**src/rtl/pwm_audio_out.sv**
```systemverilog
// 1-bit audio output stage: one-deep sample buffer feeding a PWM or first-order
// sigma-delta modulator whose duty/mode only change at period boundaries.
module pwm_audio_out #(
    parameter int unsigned WIDTH = 8
) (
    input  logic             clk,
    input  logic             rst_n,
    input  logic             ena,
    input  logic [WIDTH-1:0] sample_in,
    input  logic             sample_valid,
    output logic             sample_ready,
    input  logic             mode,
    input  logic             clr_underrun,
    output logic             pwm_out,
    output logic             period_strobe,
    output logic             underrun
);

    localparam int unsigned ACC_W = WIDTH + 1;
    localparam logic [WIDTH-1:0] CNT_MAX = '1;

    logic [WIDTH-1:0] cnt_q, cnt_d;
    logic [WIDTH-1:0] duty_q, duty_d;
    logic [WIDTH-1:0] stage_q, stage_d;
    logic             stage_full_q, stage_full_d;
    logic             ready_q, ready_d;
    logic             mode_q, mode_d;
    logic [ACC_W-1:0] acc_q, acc_d;
    logic             pwm_q, pwm_d;
    logic             strobe_q, strobe_d;
    logic             underrun_q, underrun_d;

    logic             boundary_c;
    logic             xfer_c;
    logic [ACC_W-1:0] sd_sum_c;

    assign boundary_c = ena && (cnt_q == CNT_MAX);
    assign xfer_c     = sample_valid && !stage_full_q;
    // Accumulator keeps only its low WIDTH bits; the top bit is the emitted carry.
    assign sd_sum_c   = ACC_W'({1'b0, acc_q[WIDTH-1:0]}) + ACC_W'(duty_q);

    always_comb begin
        cnt_d        = cnt_q;
        duty_d       = duty_q;
        stage_d      = stage_q;
        stage_full_d = stage_full_q;
        mode_d       = mode_q;
        acc_d        = acc_q;
        pwm_d        = 1'b0;
        strobe_d     = 1'b0;
        underrun_d   = underrun_q;

        if (clr_underrun) begin
            underrun_d = 1'b0;
        end

        if (ena) begin
            cnt_d = cnt_q + WIDTH'(1);
            if (mode_q) begin
                acc_d = sd_sum_c;
                pwm_d = sd_sum_c[WIDTH];
            end else begin
                pwm_d = (cnt_q < duty_q);
            end
        end

        // Period boundary: swap in the buffered sample and latch the new mode.
        if (boundary_c) begin
            strobe_d = 1'b1;
            mode_d   = mode;
            if (mode != mode_q) begin
                acc_d = '0;
            end
            if (stage_full_q) begin
                duty_d       = stage_q;
                stage_full_d = 1'b0;
            end else begin
                underrun_d = 1'b1;
            end
        end

        // Only possible while the buffer is empty, so never races the load above.
        if (xfer_c) begin
            stage_d      = sample_in;
            stage_full_d = 1'b1;
        end
    end

    assign ready_d = ~stage_full_d;

    always_ff @(posedge clk or negedge rst_n) begin
        if (!rst_n) begin
            cnt_q        <= '0;
            duty_q       <= '0;
            stage_q      <= '0;
            stage_full_q <= 1'b0;
            ready_q      <= 1'b1;
            mode_q       <= 1'b0;
            acc_q        <= '0;
            pwm_q        <= 1'b0;
            strobe_q     <= 1'b0;
            underrun_q   <= 1'b0;
        end else begin
            cnt_q        <= cnt_d;
            duty_q       <= duty_d;
            stage_q      <= stage_d;
            stage_full_q <= stage_full_d;
            ready_q      <= ready_d;
            mode_q       <= mode_d;
            acc_q        <= acc_d;
            pwm_q        <= pwm_d;
            strobe_q     <= strobe_d;
            underrun_q   <= underrun_d;
        end
    end

    assign sample_ready  = ready_q;
    assign pwm_out       = pwm_q;
    assign period_strobe = strobe_q;
    assign underrun      = underrun_q;

endmodule

```
**config.mk**
```make
export PLATFORM = sky130hd
export DESIGN_NAME = pwm_audio_out
export DESIGN_NICKNAME = d
export VERILOG_FILES = /design/src/rtl/pwm_audio_out.sv
export SDC_FILE = /design/constraint.sdc
export NUM_CORES = 1
export LEC_CHECK = 0
export ABC_AREA = 1
export ABC_CLOCK_PERIOD_IN_PS = 3500
export CORE_AREA = 2 2 97 62
export CTS_CLUSTER_SIZE = 16
export DETAILED_ROUTE_END_ITERATION = 8
export DIE_AREA = 0 0 99 64
export SYNTH_ARGS = -nofsm -noshare
export SYNTH_HDL_FRONTEND = slang
export SYNTH_SLANG_ARGS = --single-unit
```
**constraint.sdc**
```tcl
create_clock -name clk -period 3.5 [get_ports clk]
set_clock_uncertainty 0.05 [all_clocks]
set_input_delay 0.35 -clock clk [delete_from_list [all_inputs] [get_ports clk]]
set_output_delay 0.35 -clock clk [all_outputs]
set_load 0.02 [all_outputs]
```
# Yosys cells after proc, flatten, opt, wreduce, memory -nomap -nowiden
# Cells that the tools add are included.
# Widths: inputs -> output; s select.
# word_totals
reg_bits	39
# classes
n_mux	12
order_cmp	1
n_reduce_logical	4
eq_ne	2
n_bitwise	1
add_sub_neg	2
# op_table
op	n
$mux 9	4
$add 8x8->9	1
$add 8x1->8 const B	1
$eq 8x8->1 const B	1
$lt 8x8->1	1
$mux 1	8
$logic_and 1x1->1	2
$reduce_and 2->1	1
$logic_not 1->1	1
$ne 1x1->1	1
$not 1->1	1

# Longest topological paths before layout
# Gate-level depths: netlist of the first run.
# logic_depth
ltp_word	5
mapped_depth	9

# Least setup slack after synthesis of the first run
# Ideal clock, no wire load.
# synth_timing
path_kind	reg2reg
startpoint	register duty_q[0]
endpoint	register acc_q[6]
arrival_ps	1461
path_stages_with_launch	10
setup_ps	77
required_time_ps	3373
slack_ps	1912
cell_sequence	dfrtp_1 ha_1 fa_1 nand2_1 nand3_1 nand3_1 nand2_1 nand2_1 nand2_1 a21oi_1
# synth_between
elab_chain_cells	5
# synth_lines
item	line	source
start: declaration	23	logic [WIDTH-1:0] duty_q, duty_d;
start signal: assignment	105	duty_q <= duty_d;
$add 8x8->9 *	40	assign sd_sum_c = ACC_W'({1'b0, acc_q[WIDTH-1:0]}) + ACC_W'(duty_q);
$mux 9 *	59	if (mode_q) begin
$mux 9 *	57	if (ena) begin
$mux 9	71	if (mode != mode_q) begin
$mux 9 *	68	if (boundary_c) begin
net acc_d[6]	28	logic [ACC_W-1:0] acc_q, acc_d;
end signal: assignment	99	acc_q <= '0;
end signal: assignment	110	acc_q <= acc_d;
end: declaration	28	
# Mark *: on every way through the listed nets, which the timed path passes. The rest lies on a longest branch.
# A chain may end at the register's enable or synchronous reset.

# Worst setup path after layout of the first run
# Same ends and word-level chain as after synthesis.

==> results of run 1 <==
-- logic make-up (layout without fill, tap and decap cells) --
family          count (synthesis)  after routing  share of synthesized area (%)
fa+ha+maj                      17             17                           10.5
simple gates                   94             94                           20.1
xor+xnor                       10             10                           4.16
flops                          38             38                           45.2
compound gates                 28             28                           7.31
buf+inv                        43             65                           8.44
mux                             8              8                           4.28
-- metrics by stage --
step	hold slack, ns	std cells	util, %	total power (W)	area (µm²)
2_1_floorplan	0.00441	238	-	0.000916	2110
3_3_place_gp	0.413	321	43.3	0.00104	2330
3_5_place_dp	0.417	321	43.3	0.00105	2330
4_1_cts	0.139	329	45.8	0.00152	2470
5_1_grt	0.178	329	45.8	0.00162	2470
6_report	0.105	329	45.8	0.00150	2470
-- placed cells by master, fill, tap and decap left out, types with 2 or more instances in the layout --
cell             netlist  layout
clkbuf_8               0       5
xor2_1                 7       7
a21oi_1                9       9
ha_1                  16      16
dfrtp_1               37      37
o21ai_2                2       2
mux2_2                 8       8
nand2_1               68      68
inv_1                 40      40
bufinv_16              0       2
nor2_1                 7       7
o21ai_0               14      14
nand3_1               12      12
clkdlybuf4s50_1        0      16
xnor2_1                3       3
-- sequential cells by signal, summed over array words and instances (netlist names) --
| register | flops |
|---|---|
| period_strobe | 1 |
| mode_q | 1 |
| sample_ready | 1 |
| cnt_q | 8 |
| underrun | 1 |
| acc_q | 8 |
| stage_full_q | 1 |
| pwm_out | 1 |
| stage_q | 8 |
| duty_q | 8 |
-- layer usage --
metal / routed length [µm] / up-vias / global-route usage [%] / part of all wire (%)
li1: - / 789 / - / -
met1: 2370 / 666 / 24.1 / 56
met2: 1520 / 34 / 18.3 / 36
met3: 270 / 5 / 4.27 / 6.4
met4: 49 / 0 / 5.14 / 1.2
met5: 0 / - / 0 / 0
-- where the power goes --
part	switching [W]	internal [W]	total [W]
clock network	0.000173	0.000286	0.000459
logic	0.000254	0.000186	0.000439
registers	0.0000934	0.000513	0.000606
total	0.000520	0.000984	0.00150
-- final timing paths --
path / startpoint / end / slack, ns
min reg2reg: stage_full_q / underrun / 0.43
min in group clk: stage_full_q / underrun / 0.43
max: duty_q[0] / acc_q[6] / 1.68
min: rst_n / acc_q[3] / 0.11
max in group asynchronous: rst_n / cnt_q[7] / 2.75
max reg2reg: duty_q[0] / acc_q[6] / 1.68
-- critical path: cells and delay by family, from the launching register on --
family	cells	cell delay, ns
adder cells (fa/ha/maj)	2	0.63
AND/OR/NAND/NOR	6	0.53
flip-flops	1	0.43
AO/OA/AOI/OAI	1	0.12
-- cell type report --
| class | count | area, µm² | share of cell area [%] |
|---|---|---|---|
| multi-input cells | 157 | 976 | 39.6 |
| flip-flops and latches | 38 | 952 | 38.6 |
| repair buffers | 17 | 165 | 6.69 |
| inverters | 40 | 150 | 6.09 |
| well taps | 69 | 86.3 | 3.50 |
| clock buffers | 5 | 68.8 | 2.79 |
| clock inverters | 3 | 68.8 | 2.79 |
==> flow_metrics.tcl, run 1 <==
set metrics [dict create \
    post-route-period-util_pct 52.0 \
    io_pins 18 \
    path_common_cell "nand2_1" \
    critPathLaunchType "register" \
    max_stage_delay_ns 0.43 \
    routed-via-count 1494 \
    yosys.area.top_type "dfrtp_1" \
    cp.required_ns 3.68 \
    drv_cap 0 \
    ir_drop_v 0.000195 \
    post-synth-top-count-cell "nand2_1" \
    slowest_stage "dfrtp_1" \
    yosysWarnings 0 \
    synth_nets 269 \
    critical_path_class "reg -> reg" \
    rows 21 \
    wl_per_cell_um 12.8 \
    worstMarginPinSlew_ns 0.860 \
    ys_ff_latch 38 \
    nNetsFinal 290 \
    cts_max_level 2 \
    die_h_um 64 \
    fillers 539 \
    dpl.hpwl_mm 3.13 \
    antenna_found_initial 0 \
    synth_cells 238 \
    ys.flop_type "dfrtp_1" \
    drc_errors 0 \
    finalSetupTns_ns 0 \
    clkTransAtPathRegs_ns 0.08 \
    first_pass_iters 4 \
    io_buffers 17 \
    synth-edff-count 0 \
    ys_async_sr_fraction_pct 100 \
    hold_path_class "in -> async" \
    period_needed_ns 1.82 \
    die_w_um 99 \
    end_kind "register" \
    clock_latency_ns 0.30 \
    ant_nets 0 \
    synth_top_cell_area_share_pct 44.0 \
    finalSetupViolCount 0 \
    start_util_pct 39.1 \
    grt_pass1_vias 1401 \
    power.density_nw_per_um2 610 \
    syn_area_um2 2110 \
    cts_sinks 38 \
    fmax_ghz 0.550 \
    via_per_inst 4.54 \
    status "finished clean" \
    setup_slack_ns 1.68 \
    worstPathCellList "ha_1, fa_1, nand2_1, nand3_1, nand3_1, nand2_1, nand2_1, nand2_1, a21oi_1" \
    grt_max_degree 39 \
    area.growth.synth_to_final_pct 17.2 \
    clockBufferDepth 2 \
    insertedDiodeCount 0 \
    avgSynthCellArea_um2 8.85 \
    p_leak_nw 1.34 \
    grt_usage_pct 15.0 \
    post-cts-setup-buffers 0 \
    wl_mm 4.20 \
    rsz0062_at_grt "no" \
    finalMaxSlewViolations 0 \
    gp_congestion 0.858 \
    post_cts_resized 0 \
    relSlewSlack_pct 42.7 \
    reg2reg_depth 9 \
    finalHoldViolCount 0 \
    grt-ovfl-total 0 \
    synth.area.top_cells "dfrtp_1, nand2_1, ha_1" \
    cts_hold_buf 0 \
    synth.distinct_cells 26 \
    drt_iter0_markers 66 \
    root_buffer "clkbuf_8" \
    crit_fanout 3 \
    dpl_worst_slack_ns 1.41 \
    synth-seq-area-share_pct 45.2 \
    synth_commonest_cells "nand2_1, inv_1, dfrtp_1" \
    grt_pass1_wl_mm 7.15 \
    cts_tree "yes" \
    numCtsBuffers 5 \
    dieArea_um2 6340 \
    arrival_ns 2.00 \
    core_area_um2 5390 \
    drive_gt1_share_pct 9.23 \
]
Power figures use the tool's default switching activity.
==> inputs of run 2 (changes only) <==
--- a/config.mk
+++ b/config.mk
@@ -6,7 +6,7 @@
 export NUM_CORES = 1
 export LEC_CHECK = 0
 export ABC_AREA = 1
-export ABC_CLOCK_PERIOD_IN_PS = 3500
+export ABC_CLOCK_PERIOD_IN_PS = 1700
 export CORE_AREA = 2 2 97 62
 export CTS_CLUSTER_SIZE = 16
 export DETAILED_ROUTE_END_ITERATION = 8
==> constraint.sdc (replaced) <==
create_clock -name clk -period 1.7 [get_ports clk]
set_clock_uncertainty 0.05 [all_clocks]
set_input_delay 0.17 -clock clk [delete_from_list [all_inputs] [get_ports clk]]
set_output_delay 0.17 -clock clk [all_outputs]
set_load 0.02 [all_outputs]
==> run 2 against run 1 <==
  * Non-clock buffer count up 13
  * Core utilization is 2.1 points higher
  * Register-to-register slack got worse by 1.6 ns
  * Clock-buffer cell count rose by 1
  * Sequential power increased by 100%
  * Hold slack gained 0.29 ns
  * Setup slack worse by 1.6 ns
  * Sequential share of layout area is 1.7 points lower
  * Combinational power grew 120%
  * Cell count up 4.3%
  * Sequential cell count unchanged
  * Die area did not move
  * Largest power group unchanged
==> flow_metrics.tcl, run 2 (synthesized netlist as in run 1, its figures left out) <==
set metrics [dict create \
    finalHoldViolCount 0 \
    gp_congestion 0.812 \
    cts_sinks 38 \
    cp.buffers_inverters 1 \
    ir_drop_v 0.000419 \
    cts_max_level 2 \
    drc_errors 0 \
    switching_share_pct 36.9 \
    max_stage_delay_ns 0.60 \
    rr_startpoint "acc_q[0]" \
    fin_util_pct 47.9 \
    clkTransAtPathRegs_ns 0.08 \
    critPathLaunchType "register" \
    hold_path_class "in -> async" \
    ant_nets 0 \
    final_cell_mix "nand2_1, inv_1, dfrtp_1" \
    grt_max_degree 39 \
    p_seq_share_pct 42.8 \
    grt_pass1_vias 1501 \
    cts_tree "yes" \
    arrival_ns 1.42 \
    rrSetupSlack_ns 0.10 \
    comb_power_share_pct 33.8 \
    power.switching_w 0.00106 \
    finalSetupViolCount 0 \
    slowest_stage "clkdlybuf4s50_1" \
    rows 21 \
    finalMaxSlewViolations 0 \
    fmax_ghz 0.611 \
    insertedDiodeCount 0 \
    clkPwrFrac_pct 23.4 \
    first_pass_iters 4 \
    io_buffers 17 \
    crit_fanout 1 \
    routed-via-count 1555 \
    period_needed_ns 1.64 \
    dieArea_um2 6340 \
    relSlewSlack_pct 67.8 \
    clockBufferDepth 2 \
    end_kind "primary output" \
    drv_cap 0 \
    power.density_nw_per_um2 1110 \
    crit_family "buffers and inverters" \
    setup_slack_ns 0.0620 \
    die_h_um 64 \
    clock_latency_ns 0.29 \
    worstPathCellList "clkdlybuf4s50_1" \
    p_leak_nw 1.38 \
    numCtsBuffers 5 \
    grt-ovfl-total 0 \
    worstMarginPinSlew_ns 0.483 \
    r2r_end "acc_q[6]" \
    io_pins 18 \
    status "finished clean" \
    wl_mm 4.31 \
    die_w_um 99 \
    root_buffer "clkbuf_8" \
    via_per_inst 4.53 \
    holdWs_ns 0.396 \
    layout_commonest_cell "nand2_1" \
    drive_gt1_share_pct 16.4 \
    reg2reg_depth 9 \
    core_area_um2 5390 \
    critical_path_class "reg -> out" \
    start_util_pct 39.1 \
    post-route-period-util_pct 96.4 \
    grt_pass1_wl_mm 7.33 \
    grt_usage_pct 15.0 \
    area.growth.synth_to_final_pct 22.5 \
    dpl_worst_slack_ns -0.0212 \
    antenna_found_initial 0 \
    cp.required_ns 1.48 \
    internal_power_w 0.00181 \
    nNetsFinal 304 \
    drt_iter0_markers 82 \
    dpl.hpwl_mm 3.26 \
    wl_per_cell_um 12.6 \
]
==> run 2: changes by cell type in the layout (fill, tap and decap cells not counted), sizes merged <==
cell | before | now
buf | 1 | 13
bufinv | 2 | 0
clkbuf | 5 | 6
clkinvlp | 0 | 1
dlygate4sd3 | 0 | 1
nor2 | 9 | 10
==> run 2: per-stage QoR <==
stage          instances  power [W]  TNS [ns]  area, µm²
3_3_place_gp         332    0.00213    -0.113       2420
2_1_floorplan        238    0.00189         0       2110
3_5_place_dp         332    0.00215   -0.0822       2420
4_1_cts              341    0.00283         0       2540
5_1_grt              343    0.00312   -0.0292       2580
6_report             343    0.00287         0       2580
==> run 2: power groups by stage <==
| stage | registers (W) | logic [W] | clock network (W) |
|---|---|---|---|
| final | 0.00123 | 0.000971 | 0.000672 |
| after global routing | 0.00125 | 0.00114 | 0.000731 |
| after floorplan | 0.00120 | 0.000686 | 0 |
| after global placement | 0.00124 | 0.000890 | 0 |
| after CTS | 0.00123 | 0.000918 | 0.000687 |
| after detailed placement | 0.00124 | 0.000910 | 0 |
==> run 2: worst max-delay path by stage <==
stage | start | endpoint | slack (ns) | cells after the start
final | sample_ready | sample_ready | 0.06 | 1
after global routing | cnt_q[1] | duty_q[2] | -0.01 | 7
after CTS | acc_q[0] | acc_q[6] | 0.02 | 9
after detailed placement | ena | acc_q[1] | -0.02 | 7
after global placement | ena | acc_q[2] | -0.03 | 7
after floorplan | duty_q[0] | acc_q[6] | 0.11 | 9
==> run 2: what timing repair did <==
action                                  in CTS  in global routing
endpoints found under the setup margin       1                 11
endpoints found under the hold margin       37                  0
pin swaps                                    2                  1
gates resized for setup                      2                  7
hold buffers                                 1                  0
gates cloned                                 0                  1
setup buffers                                0                  1
==> run 2: routing by layer <==
layer | part of all wire (%) | wire (µm) | vias up | global-route usage [%]
li1 | - | - | 819 | -
met2 | 37 | 1610 | 35 | 19.6
met5 | 0 | 0 | - | 0
met1 | 56 | 2430 | 696 | 23.9
met3 | 5.4 | 233 | 5 | 3.94
met4 | 1.0 | 43 | 0 | 4.11
==> run 2: area by class of cell <==
class                           instances  area [µm²]
Fill cell                             504        2810
Multi-Input combinational cell        158        1020
Sequential cell                        38         952
Timing Repair Buffer                   30         278
Inverter                               40         150
Tap cell                               69        86.3
Clock buffer                            6        82.6
Clock inverter                          2        12.5
==> run 2: tightest hold or removal path, delay by kind of cell <==
kind	cells	cell delay, ns
buffers and inverters	3	1.01
==> patch: new RTL, settings of run 2 <==
Add an input register stage for `mode`; this delays it by one clock. The other inputs are not delayed to match.
--- a/src/rtl/pwm_audio_out.sv
+++ b/src/rtl/pwm_audio_out.sv
@@ -18,6 +18,12 @@
 
     localparam int unsigned ACC_W = WIDTH + 1;
     localparam logic [WIDTH-1:0] CNT_MAX = '1;
+
+    logic mode_r;
+
+    always_ff @(posedge clk) begin
+        mode_r <= mode;
+    end
 
     logic [WIDTH-1:0] cnt_q, cnt_d;
     logic [WIDTH-1:0] duty_q, duty_d;
@@ -67,8 +73,8 @@
         // Period boundary: swap in the buffered sample and latch the new mode.
         if (boundary_c) begin
             strobe_d = 1'b1;
-            mode_d   = mode;
-            if (mode != mode_q) begin
+            mode_d   = mode_r;
+            if (mode_r != mode_q) begin
                 acc_d = '0;
             end
             if (stage_full_q) begin
Check against the original RTL: no difference found for any inputs over 10 cycles, from zero or initial values and one cycle with rst_n low; that may be too few to reach the edited logic, so the function may still have changed.
==> patch against run 2 <==
- sequential share of layout area grew 0.24 points
- critical path depth is the same
- core utilization grew 0.70 points
- wire length grew 1.3%
- setup slack gained 0.00054 ns
- maximum frequency is essentially flat
- sequential cell count grew 1
- total power grew 1.8%
- count of clock-buffer cells in the layout is the same
- design area grew 1.5%
- area after synthesis grew 0.95%
- largest cell class unchanged
- largest power group unchanged
==> patch: results (changes against run 2) <==
DRC Markers 0 (unchanged); Register Area 972 um^2 (+2.1%); Post-DP HPWL 3.40 mm (+4.2%); VDD IR max 0.521 mV (+24%); Reg2Reg Depth 8 (-1); total CTS buffers 5 (unchanged); Leakage 0.00139 uW (+0.70%); vias per inst 4.60 (+1.4%); Compound-Gate Fraction of Synth Area 0.0724 (-0.000688); Worst EP arrival 1.42 ns (about the same); post-place setup slack -0.0484 ns (-0.0272 ns); met2 wire len 1.68 mm (+4.7%); Worst path top cell family by delay buffers and inverters; clk root buf clkbuf_8; DRT met1 WL 2.52 mm (+3.6%); final hold slack 0.272 ns (-0.124 ns); largest net degree at the start of global routing 16 (-59%); Commonest cells post-synth 68 x nand2_1, 40 x inv_1, 37 x dfrtp_1; slew margin rel. 0.757 (+0.0789); xor/xnor share of the synthesized area 0.0412 (-0.000392); Fill cells 525 (+4.2%); metal3 WL 160 um (-31%); DRT Wirelength 4.37 mm (+1.3%); mux contribution to synthesized area 0.0424 (-0.000403); Post-Syn Instances 239 (+0.42%); share of cells above drive strength 1 0.164 (-0.000597); vias in the first global route 1588 (+5.8%); sw power 1070 uW (+1.4%); Final Cycle Share 0.963 (about the same); adder-cell area share of the yosys netlist 0.104 (-0.000985); Cell Pwr Density 1120 nW/um^2 (+0.30%); first-pass GRT wire length 7.58 mm (+3.5%); layout net count 305 (+0.33%); share of flip-flops with an asynchronous set or reset 0.974 (-0.0256); post-synth top area share 0.436 (-0.00414); synth unique cells 27 (+3.8%); Comb group 994 uW (+2.4%); top post-synthesis cells by area dfrtp_1 44%, nand2_1 12%, ha_1 9.4%; post-place instance area 2440 um^2 (+0.52%); Mapped Nets 270 (+0.37%); status finished, final reports clean; r2r startpoint duty_q[0]$_DFFE_PN0P_; routability cong. 0.820 (+0.95%); DRT iter0 DRCs 53 (-35%); final-report setup violation count 0 (unchanged); reg-to-reg endpoint pwm_out$_DFF_PN0_; GRT Util Overall 0.154 (+0.00342); Layout Cells excl Fill 344 (+0.29%); post-synthesis sequential area ratio 0.457 (+0.00516); clk_lat worst skew 0.29 ns (about the same)
-- patch: cell types whose count changed in the layout (fill, tap and decap cells not counted), sizes merged --
cell / delta
dfxtp: +1
-- patch: what timing repair did --
item                                    CTS  global route
hold buffers                              1             0
endpoints found under the setup margin    3             9
gates resized for setup                   2             8
pin swaps                                 0             3
gates cloned                              0             1
setup buffers                             0             2
hold endpoints to repair                 13             0
-- patch: layout make-up --
| cell class | count | area share |
|---|---|---|
| inverters | 40 | 0.0574 |
| multi-input cells | 158 | 0.394 |
| clock inverters | 2 | 0.00622 |
| well taps | 69 | 0.0330 |
| clock buffers | 6 | 0.0316 |
| flip-flops and latches | 39 | 0.372 |
| repair buffers | 30 | 0.106 |
-- patch: metal layers --
metal  track usage  up-vias
li1              -      828
met2         0.214       23
met4        0.0360        0
met1         0.235      729
met3        0.0416        2
met5             0        -
